### src/rtl/flatten_fc_pkg.sv
// Shared types and helpers for the flatten-to-FC input buffer and its sequencer.
package flatten_fc_pkg;

    typedef enum logic [2:0] {
        FILL,
        STREAM,
        EXEC,
        WAIT,
        DONE
    } ctrl_state_t;

    // Integer ceiling division for elaboration-time sizing.
    function automatic int ceil_div(input int num, input int den);
        return (num + den - 1) / den;
    endfunction

endpackage

### src/rtl/ibuf_fill_counter.sv
// One channel's fill counter: counts accepted elements, saturates at IMG_SIZE,
// and withdraws ready once the channel's shift FIFO holds a whole image.
module ibuf_fill_counter #(
    parameter int IMG_SIZE   = 784,
    parameter int FILL_WIDTH = $clog2(IMG_SIZE + 1)
) (
    input  logic clk,
    input  logic rst,
    input  logic i_fill_en,
    input  logic i_valid,
    input  logic i_clr,
    output logic o_ready,
    output logic o_write_enable,
    output logic o_full
);

    logic [FILL_WIDTH-1:0] cnt_q;
    logic [FILL_WIDTH-1:0] cnt_d;

    assign o_full         = (cnt_q == FILL_WIDTH'(IMG_SIZE));
    assign o_ready        = i_fill_en && !o_full;
    assign o_write_enable = i_valid && o_ready;

    always_comb begin
        cnt_d = cnt_q;
        if (i_clr) begin
            cnt_d = '0;
        end else if (o_write_enable) begin
            cnt_d = cnt_q + FILL_WIDTH'(1);
        end
    end

    always_ff @(posedge clk) begin
        if (rst) begin
            cnt_q <= '0;
        end else begin
            cnt_q <= cnt_d;
        end
    end

endmodule

### src/rtl/flatten_fc_ibuf_ctrl.sv
// Sequencer for the flatten-to-FC input buffer: fill every channel, then stream
// the buffer bit-plane by bit-plane into the crossbars, firing CIM after each plane.
module flatten_fc_ibuf_ctrl
    import flatten_fc_pkg::*;
#(
    parameter int DATA_SIZE      = 8,
    parameter int IMG_SIZE       = 784,
    parameter int INPUT_CHANNELS = 2,
    parameter int XBAR_SIZE      = 128,
    parameter int BUS_WIDTH      = 16,
    parameter int V_CIM_TILES    = ceil_div(INPUT_CHANNELS * IMG_SIZE, XBAR_SIZE),
    parameter int NUM_ADDR       = ceil_div(INPUT_CHANNELS * IMG_SIZE, BUS_WIDTH * V_CIM_TILES),
    parameter int ADDR_WIDTH     = (NUM_ADDR <= 1) ? 1 : $clog2(NUM_ADDR),
    parameter int COUNT_WIDTH    = (DATA_SIZE == 1) ? 1 : $clog2(DATA_SIZE),
    parameter int FILL_WIDTH     = $clog2(IMG_SIZE + 1)
) (
    input  logic                      clk,
    input  logic                      rst,
    input  logic [INPUT_CHANNELS-1:0] i_valid,
    output logic [INPUT_CHANNELS-1:0] o_ready,
    output logic [INPUT_CHANNELS-1:0] o_write_enable,
    output logic [ADDR_WIDTH-1:0]     o_ibuf_addr,
    output logic [COUNT_WIDTH-1:0]    o_count,
    output logic                      o_ibuf_valid,
    input  logic                      i_ibuf_ready,
    output logic                      o_cim_start,
    input  logic                      i_cim_done,
    output logic                      o_busy,
    output logic                      o_layer_done
);

    localparam logic [ADDR_WIDTH-1:0]  LAST_ADDR  = ADDR_WIDTH'(NUM_ADDR - 1);
    localparam logic [COUNT_WIDTH-1:0] LAST_COUNT = COUNT_WIDTH'(DATA_SIZE - 1);

    ctrl_state_t              state_q, state_d;
    logic [ADDR_WIDTH-1:0]    addr_q, addr_d;
    logic [COUNT_WIDTH-1:0]   count_q, count_d;
    logic [INPUT_CHANNELS-1:0] full_vec;
    logic                     fill_en;
    logic                     clr_fill;
    logic                     all_full;

    assign fill_en  = (state_q == FILL);
    assign clr_fill = (state_q == DONE);
    assign all_full = &full_vec;

    // Counters only advance in FILL, so FIFO contents are frozen during readout.
    generate
        for (genvar gi = 0; gi < INPUT_CHANNELS; gi++) begin : g_fill
            ibuf_fill_counter #(
                .IMG_SIZE   (IMG_SIZE),
                .FILL_WIDTH (FILL_WIDTH)
            ) u_fill_counter (
                .clk            (clk),
                .rst            (rst),
                .i_fill_en      (fill_en),
                .i_valid        (i_valid[gi]),
                .i_clr          (clr_fill),
                .o_ready        (o_ready[gi]),
                .o_write_enable (o_write_enable[gi]),
                .o_full         (full_vec[gi])
            );
        end
    endgenerate

    always_comb begin
        state_d = state_q;
        addr_d  = addr_q;
        count_d = count_q;
        unique case (state_q)
            FILL: begin
                if (all_full) begin
                    state_d = STREAM;
                    addr_d  = '0;
                    count_d = '0;
                end
            end
            STREAM: begin
                if (i_ibuf_ready) begin
                    if (addr_q == LAST_ADDR) begin
                        addr_d  = '0;
                        state_d = EXEC;
                    end else begin
                        addr_d = addr_q + ADDR_WIDTH'(1);
                    end
                end
            end
            EXEC: begin
                state_d = WAIT;
            end
            WAIT: begin
                if (i_cim_done) begin
                    if (count_q == LAST_COUNT) begin
                        count_d = '0;
                        state_d = DONE;
                    end else begin
                        count_d = count_q + COUNT_WIDTH'(1);
                        state_d = STREAM;
                    end
                end
            end
            DONE: begin
                state_d = FILL;
            end
            default: begin
                state_d = FILL;
            end
        endcase
    end

    always_ff @(posedge clk) begin
        if (rst) begin
            state_q <= FILL;
            addr_q  <= '0;
            count_q <= '0;
        end else begin
            state_q <= state_d;
            addr_q  <= addr_d;
            count_q <= count_d;
        end
    end

    assign o_ibuf_addr  = addr_q;
    assign o_count      = count_q;
    assign o_ibuf_valid = (state_q == STREAM);
    assign o_cim_start  = (state_q == EXEC);
    assign o_layer_done = (state_q == DONE);
    assign o_busy       = (state_q != FILL);

endmodule

### config.mk
export PLATFORM = sky130hd
export DESIGN_NAME = flatten_fc_ibuf_ctrl
export DESIGN_NICKNAME = d
export VERILOG_FILES = /design/src/rtl/flatten_fc_pkg.sv /design/src/rtl/ibuf_fill_counter.sv /design/src/rtl/flatten_fc_ibuf_ctrl.sv
export SDC_FILE = /design/constraint.sdc
export NUM_CORES = 1
export LEC_CHECK = 0
export CORE_MARGIN = 8
export CORE_UTILIZATION = 59
export DETAILED_ROUTE_END_ITERATION = 10
export GPL_TIMING_DRIVEN = 0
export HOLD_SLACK_MARGIN = 0.06
export PLACE_DENSITY = 0.84
export SYNTH_ARGS = -nofsm -noshare
export SYNTH_HDL_FRONTEND = slang
export SYNTH_HIERARCHICAL = 1
export SYNTH_SLANG_ARGS = --single-unit
### constraint.sdc
create_clock -name clk -period 5.9 [get_ports clk]
set_input_delay 1.18 -clock clk [delete_from_list [all_inputs] [get_ports clk]]
set_output_delay 1.18 -clock clk [all_outputs]
set_load 0.01 [all_outputs]
# Word level (Yosys, flattened, before mapping)
# Index checks and enable logic that the tools add are counted.
word_totals:
  reg_bits: 29
classes:
  addsub: 4
  eq_ne: 12
  muxes: 13
  n_reduce_logical: 15
op_table:
  columns: ["cell", "n"]
  rows:
  - ["$mux W3", 10]
  - ["$add A10 B1 Y10 const B", 2]
  - ["$eq A10 B10 Y1 const B", 2]
  - ["$pmux W3 S2", 2]
  - ["$pmux W3 S4", 1]
  - ["$eq A3 B3 Y1 const B", 3]
  - ["$add A3 B1 Y3 const B", 2]
  - ["$eq A3 B2 Y1 const B", 2]
  - ["$reduce_and A3 Y1", 2]
  - ["$logic_and A1 B1 Y1", 4]
  - ["$ne A2 B1 Y1 const B", 2]
  - ["$ne A2 B2 Y1 const B", 2]
  - ["$reduce_and A4 Y1", 1]
  - ["$reduce_bool A2 Y1", 2]
  - ["$eq A3 B1 Y1 const B", 1]
  - ["$logic_not A3 Y1", 1]
  - ["$reduce_bool A3 Y1", 1]
  - ["$logic_not A1 Y1", 2]
  - ["$reduce_and A2 Y1", 1]
  - ["$reduce_or A2 Y1", 1]

# Depth between registers and ports, before layout
# Gate-level depths: netlist (run 1).
logic_depth:
  word_depth: 4
  mapped_depth: 7
  mapped_depth_nobuf: 7

# Cells and area by module
# The synthesis (run 1) kept the hierarchy.
modules_own_cells:
  columns: ["mod", "instances", "cells_each", "area_per_inst_um2", "seq_area_each_um2"]
  rows:
  - ["ibuf_fill_counter", 2, 63, 565.5, 200.2]
  - ["flatten_fc_ibuf_ctrl", 1, 60, 560.5, 180.2]

# Worst setup path before layout (run 1)
# OpenSTA, ideal clock, no wires.
synth_path:
  path_type: "register to output"
  start: "register state_q[2]"
  end: "output port o_write_enable[0]"
  t_arrival_ns: 1.559
  setup_slack_ns: 3.161
  stages_incl_launch_ff: 5
  path_buffers: 1
  path_cell_list: "dfxtp_1 -> clkbuf_8 -> nor3_1 -> nand2_1 -> a31oi_4"
synth_between:
  elab_chain_cells: 3
synth_lines:
  columns: ["element", "line", "rtl"]
  rows:
  - ["start, declared", "flatten_fc_ibuf_ctrl.sv:35", "ctrl_state_t state_q, state_d;"]
  - ["start signal, assigned", "flatten_fc_ibuf_ctrl.sv:117", "state_q <= state_d;"]
  - ["$logic_not A3 Y1", "flatten_fc_ibuf_ctrl.sv:43", "assign fill_en = (state_q == FILL);"]
  - ["net fill_en", "flatten_fc_ibuf_ctrl.sv:39", "logic fill_en;"]
  - ["$logic_and A1 B1 Y1", "ibuf_fill_counter.sv:21", "assign o_ready = i_fill_en && !o_full;"]
  - ["$logic_and A1 B1 Y1", "ibuf_fill_counter.sv:22", "assign o_write_enable = i_valid && o_ready;"]
  - ["end, declared", "flatten_fc_ibuf_ctrl.sv:21", "output logic [INPUT_CHANNELS-1:0] o_write_enable,"]
# The timed path passes the listed nets, and every way through them passes these cells.

# Final worst setup path (run 1)
# Same ends and word-level chain as after synthesis.

==> reports/metrics.cfg, run 1 <==
[outcome]
status=finished clean

[synth]
seq_area_frac_synth=0.343
synthFlopType=dfxtp_1
synthDominantCellAreaShare=0.343
ys_ff_latch=29
ys_warn_count=6
synth_edf_count=0
syn_area_per_cell_sq_um=9.09
yosys.area.top_type=dfxtp_1
synth_cell_types=39
synth_area_sq_um=1690
synthArstFlopShare=0
synth_area_leaders=dfxtp_1 34%, ha_1 5.9%, xnor2_1 5.2%
syn_inst=186
synth_nets=200

[setup_path]
crit_type=reg -> out
crit_path_cell_trace=clkbuf_8 -> nor3_1 -> nand2_1 -> a31oi_4 -> clkdlybuf4s50_1
end_kind=primary output
max_stage_delay_ns=0.91
crit_required_ns=4.72
crit_buf_inv=2
worstSetupStartpointType=flop
cp_top_family=simple AND/OR/NAND/NOR gates
slowest_stage=nor3_1
cp.arrival_ns=2.85
cp_max_fo=11

[die]
core_area_sq_um=2730
fp.dieH_um=69.5
start_util=0.619
dieArea_sq_um=4840
pin_count=20
fp.dieW_um=69.5
rows=19

[timing]
post-route-period-util=0.683
finClkSkew_ns=0.00639
slew_viol_final=0
hold_violations=0
rsz0062_at_grt=no
finalCriticalPeriod_ns=4.03
finalSetupViolCount=0
max-slew-margin-rel=0.246
worst_pin_slew_ns=1.12
fmax_ghz=0.248
tns_ns=0

[finish]
final_common_cell=dfxtp_1
areaGrowthSynthToFinish_pct=16.8
final_util=0.723
finalNetCount=226
drive_above_1_share=0.175
multi_input_area_sq_um=1010
regArea_sq_um=581
layout_common_cells=29 x dfxtp_1, 19 x nor2_1, 19 x clkdlybuf4s50_1, 18 x nand2_1
nFillCells=206
design_area_sq_um=1980
antennaDiodeCount=0

[placement]
gp_congestion=0.861
place_area_sq_um=1920
place_hpwl_um=2530
port_buffers=19

[global_route]
grt_pass1_wl_um=5910
grt_max_degree=12
groute.usage.overall=0.145
antenna_found_initial=0
gr-total-overflow=0
grt_pass1_vias=1366

[cts]
cts_made_buffers=5
cts_buffer_depth=2
cts_tree=yes
clock-root-buffer=clkbuf_4
cts_resized=0
ctsHoldBuffers=0
clock_sinks=29
htreeDepth=2
clock_latency_ns=0.33
postCtsSetupBuffers=0
clk_pin_slew_ns=0.08

[pwr]
leakagePower_nw=0.710
ir_drop_mv=0.175
power_density_nw_per_um2=176

[worst_hold_path]
hold_path.class=reg -> reg

[routing]
drcViolationCount=0
routed_wirelength_um=3350
drt_iter0_drc=69
firstDrtPassIters=4
drt-vias-per-instance=5.70
vias=1385
drt-wirelength-per-cell_um=13.8
ant_nets=0

[job]
cap_violations=0

## final timing paths
kind	slack, ns	cells past startpoint	to	startpoint
worst max-delay path	1.87	5	o_write_enable[0]	state_q[2]
worst min-delay path	0.51	2	o_ibuf_addr[2]	o_ibuf_addr[2]
worst max register to register	3.55	6	g_fill[0].u_fill_counter/cnt_q[9]	state_q[2]
worst min register to register	0.51	2	o_ibuf_addr[2]	o_ibuf_addr[2]
## area by class of cell
class	count	area share
multi-input cells	141	0.512
inverters	10	0.0190
flip-flops and latches	29	0.294
plain buffers	6	0.0310
repair buffers	19	0.0963
well taps	31	0.0196
clock buffers	7	0.0279
## sequential cells by signal (all words and copies together) (netlist names)
name and cells:
g_fill.u_fill_counter/cnt_q 20, o_count 3, o_ibuf_addr 3, state_q 3
## worst reg2reg max path, cell delays in order, from the launching register on
cell      delay [ns]
dfxtp_1         0.33
clkbuf_8        0.16
nor3_1          0.91
nand2_1         0.30
nor4_2          0.34
xnor2_1         0.16
nor2_1          0.05
## Yosys cell counts, types with 2 or more instances
master / instances
dfxtp_1: 29
nor2_1: 19
nand2_1: 18
a21oi_1: 10
inv_1: 10
nor3_1: 10
xnor2_1: 10
ha_1: 8
nand3_1: 7
o21ai_0: 7
nand2b_1: 5
nor4_2: 4
or3_1: 4
clkbuf_8: 3
mux2i_1: 3
or4b_1: 3
a31o_1: 2
a31oi_2: 2
a31oi_4: 2
and2b_2: 2
and3_2: 2
and4bb_4: 2
buf_4: 2
nand3_2: 2
nand4_2: 2
nor3b_1: 2
nor3b_2: 2
o31ai_1: 2
or2_2: 2
## where the power goes
part           internal (mW)  leakage, nW  switching [mW]
sequential             0.199        0.234         0.00347
combinational         0.0123        0.445          0.0130
clock                 0.0561       0.0314          0.0649
## per-layer routing
layer	track usage	wire [um]	vias to the layer above
met3	0.0415	111	7
met1	0.161	1590	648
met5	0	0	-
li1	-	-	712
met2	0.244	1580	18
met4	0.0752	66	0
## cells by family (layout without fill, tap and decap cells)
group	count (synthesis)	in the layout	synth area share
adders and majority gates	8	8	0.0592
AOI/OAI and AO/OA	27	27	0.121
muxes	3	3	0.0178
DFF	29	29	0.343
xor gates and xnor gates	10	10	0.0518
buffers and inverters	16	42	0.0584
and+or+nand+nor	93	93	0.349
## stage by stage
stage | hold WS (ns) | power [mW] | cells | setup slack (ns)
5_1_grt | 0.540 | 0.362 | 243 | 1.65
4_1_cts | 0.506 | 0.353 | 243 | 1.82
6_report | 0.506 | 0.348 | 243 | 1.87
3_3_place_gp | 0.479 | 0.231 | 236 | 2.04
2_1_floorplan | 0.475 | 0.222 | 186 | 3.16
3_5_place_dp | 0.490 | 0.232 | 236 | 2.03
No activity file was read; power rests on OpenSTA's default activity.
==> run 2, diff against run 1 <==
- CORE_UTILIZATION: 59 -> 55
- PLACE_DENSITY: 0.84 -> 0.79
- clock period: 5.9 -> 4 ns (I/O delays scaled with it)
==> run 2 against run 1 <==
  * Die area up 5.6%
  * Power up 56%
  * Global-route usage up 0.33 points
  * Core utilization down 5.3 points
  * Clock-buffer cell count unchanged
  * Critical endpoint is now o_write_enable[1]
  * Critical path depth unchanged
  * Highest routed layer unchanged
  * Worst setup slack worse by 1.6 ns
  * Routed wire length up 5.5%
  * Sequential power up 48%
==> reports/metrics.cfg, run 2 (synthesis gave the netlist of run 1 again) <==
[finish]
regMostFlops=g_fill.u_fill_counter/cnt_q
final_common_cell=dfxtp_1
nFillCells=259
final_util=0.669
antennaDiodeCount=0
drive_above_1_share=0.183
layout_common_cells=29 x dfxtp_1, 19 x nor2_1, 19 x clkdlybuf4s50_1, 18 x nand2_1
finalNetCount=226
largest_register_ffs=20
areaGrowthSynthToFinish_pct=17.8

[pwr]
clkPwrFrac=0.381
leakagePower_nw=0.720
power_density_nw_per_um2=272
switching_share=0.239
p_switching_uw=130
internal_power_uw=413
p_total_uw=543
comb_power_share=0.069
ir_drop_mv=0.139
seq_power_share=0.550

[routing]
ant_nets=0
drt-vias-per-instance=5.65
drt_iter0_drc=53
vias=1390
drt-wirelength-per-cell_um=14.3
drcViolationCount=0
firstDrtPassIters=4
routed_wirelength_um=3530

[timing]
post-route-period-util=0.925
slew_viol_final=0
rsz0062_at_grt=no
max-slew-margin-rel=0.216
worst_pin_slew_ns=1.17
tns_ns=0
finClkSkew_ns=0.0151
finalCriticalPeriod_ns=3.70
finalSetupViolCount=0
fmax_ghz=0.270
fin_hold_ws_ns=0.506
hold_violations=0

[placement]
port_buffers=19
place_hpwl_um=2720
gp_congestion=0.828

[global_route]
antenna_found_initial=0
grt_pass1_wl_um=6040
grt_pass1_vias=1428
groute.usage.overall=0.148
gr-total-overflow=0
grt_max_degree=12

[cts]
cts_resized=0
ctsHoldBuffers=0
clock_sinks=29
htreeDepth=2
clock-root-buffer=clkbuf_4
cts_tree=yes
postCtsSetupBuffers=0
clock_latency_ns=0.34
cts_made_buffers=5
clk_pin_slew_ns=0.08
cts_buffer_depth=2

[die]
start_util=0.568
dieArea_sq_um=5110
core_area_sq_um=2980
fp.dieH_um=71.5
rows=20
fp.dieW_um=71.5
pin_count=20

[worst_hold_path]
whs_path_depth=2
hold_path_end=o_ibuf_addr[2]
min_from=o_ibuf_addr[2]
hold_path.class=reg -> reg

[setup_path]
cp_max_fo=11
ff2ff_path_depth=6
regToRegSetupSlack_ns=1.64
crit_type=reg -> out
worstSetupStartpointType=flop
crit_path_cell_trace=clkbuf_8 -> nor3_1 -> nand2_1 -> a31oi_4 -> clkdlybuf4s50_1
slowest_stage=nor3_1
r2r-start=state_q[2]
end_kind=primary output
timing.rr.end=g_fill[1].u_fill_counter/cnt_q[9]
crit_required_ns=3.20
cp.arrival_ns=2.90
max_stage_delay_ns=0.94

[outcome]
status=finished clean

[job]
cap_violations=0

-- run 2: changes by cell type in the layout (fill, tap and decap cells not counted), sizes merged --
cell	before	now
clkinv	0	1
-- run 2: per-layer routing --
layer	global-route usage	routed length [um]	vias up
met5	0	0	-
met4	0.0771	69	0
met3	0.0572	161	7
met2	0.257	1770	19
met1	0.151	1530	656
li1	-	-	708
-- run 2: area by class of cell --
type,instances,area (sq um),area share
Clock buffer,7,65.1,0.0326
Buffer,6,61.3,0.0308
Inverter,10,37.5,0.0188
Clock inverter,1,5.00,0.00251
Timing Repair Buffer,19,190,0.0954
Sequential cell,29,581,0.291
Tap cell,33,41.3,0.0207
Multi-Input combinational cell,141,1010,0.508
-- run 2: power by group through the flow --
stage	Combinational (mW)	Sequential, mW	Clock (mW)
after detailed placement	0.0371	0.305	0
after global placement	0.0363	0.305	0
after global routing	0.0416	0.299	0.219
after floorplan	0.0231	0.304	0
after CTS	0.0373	0.299	0.211
final	0.0373	0.299	0.207
-- run 2: per-stage QoR --
step	setup WS (ns)	area [sq um]	std cells
floorplan	1.64	1690	186
global placement	0.716	1920	238
detailed placement	0.687	1920	238
CTS	0.321	1990	246
global route	0.0522	1990	246
finish	0.301	1990	246
-- run 2: how the worst max path moves through the flow --
stage / to / from / slack [ns] / cells past startpoint
floorplan: o_write_enable[0] / state_q[2] / 1.64 / 4
global placement: o_write_enable[0] / state_q[0] / 0.72 / 5
detailed placement: o_write_enable[1] / state_q[2] / 0.69 / 5
CTS: o_write_enable[1] / state_q[2] / 0.32 / 5
global route: o_write_enable[1] / state_q[0] / 0.05 / 5
finish: o_write_enable[1] / state_q[2] / 0.30 / 5
-- run 2: critical path: cells and delay by family, from the launching register on --
| family | cells | cell delay (ns) |
|---|---|---|
| buffers and inverters | 2 | 0.75 |
| DFF | 1 | 0.34 |
| and+or+nand+nor | 2 | 1.17 |
| AOI/OAI and AO/OA | 1 | 0.31 |
==> run 3, diff against run 2 <==
- CORE_UTILIZATION: 55 -> 59
- CTS_CLUSTER_DIAMETER: unset -> 30
- PLACE_DENSITY: 0.79 -> 0.84
- clock period: 4 -> 4.6 ns (I/O delays scaled with it)
==> results of run 3 <==
The final DEF is identical to that of run 1. Status: finished clean.
Main changes from that run: setup slack after placement 2.03 ns -> 1.20 ns; setup slack after layout 1.87 ns -> 0.827 ns; register-to-register setup slack 3.55 ns -> 2.25 ns; total power 0.348 mW -> 0.447 mW; worst IR drop on VDD 0.175 mV -> 0.225 mV
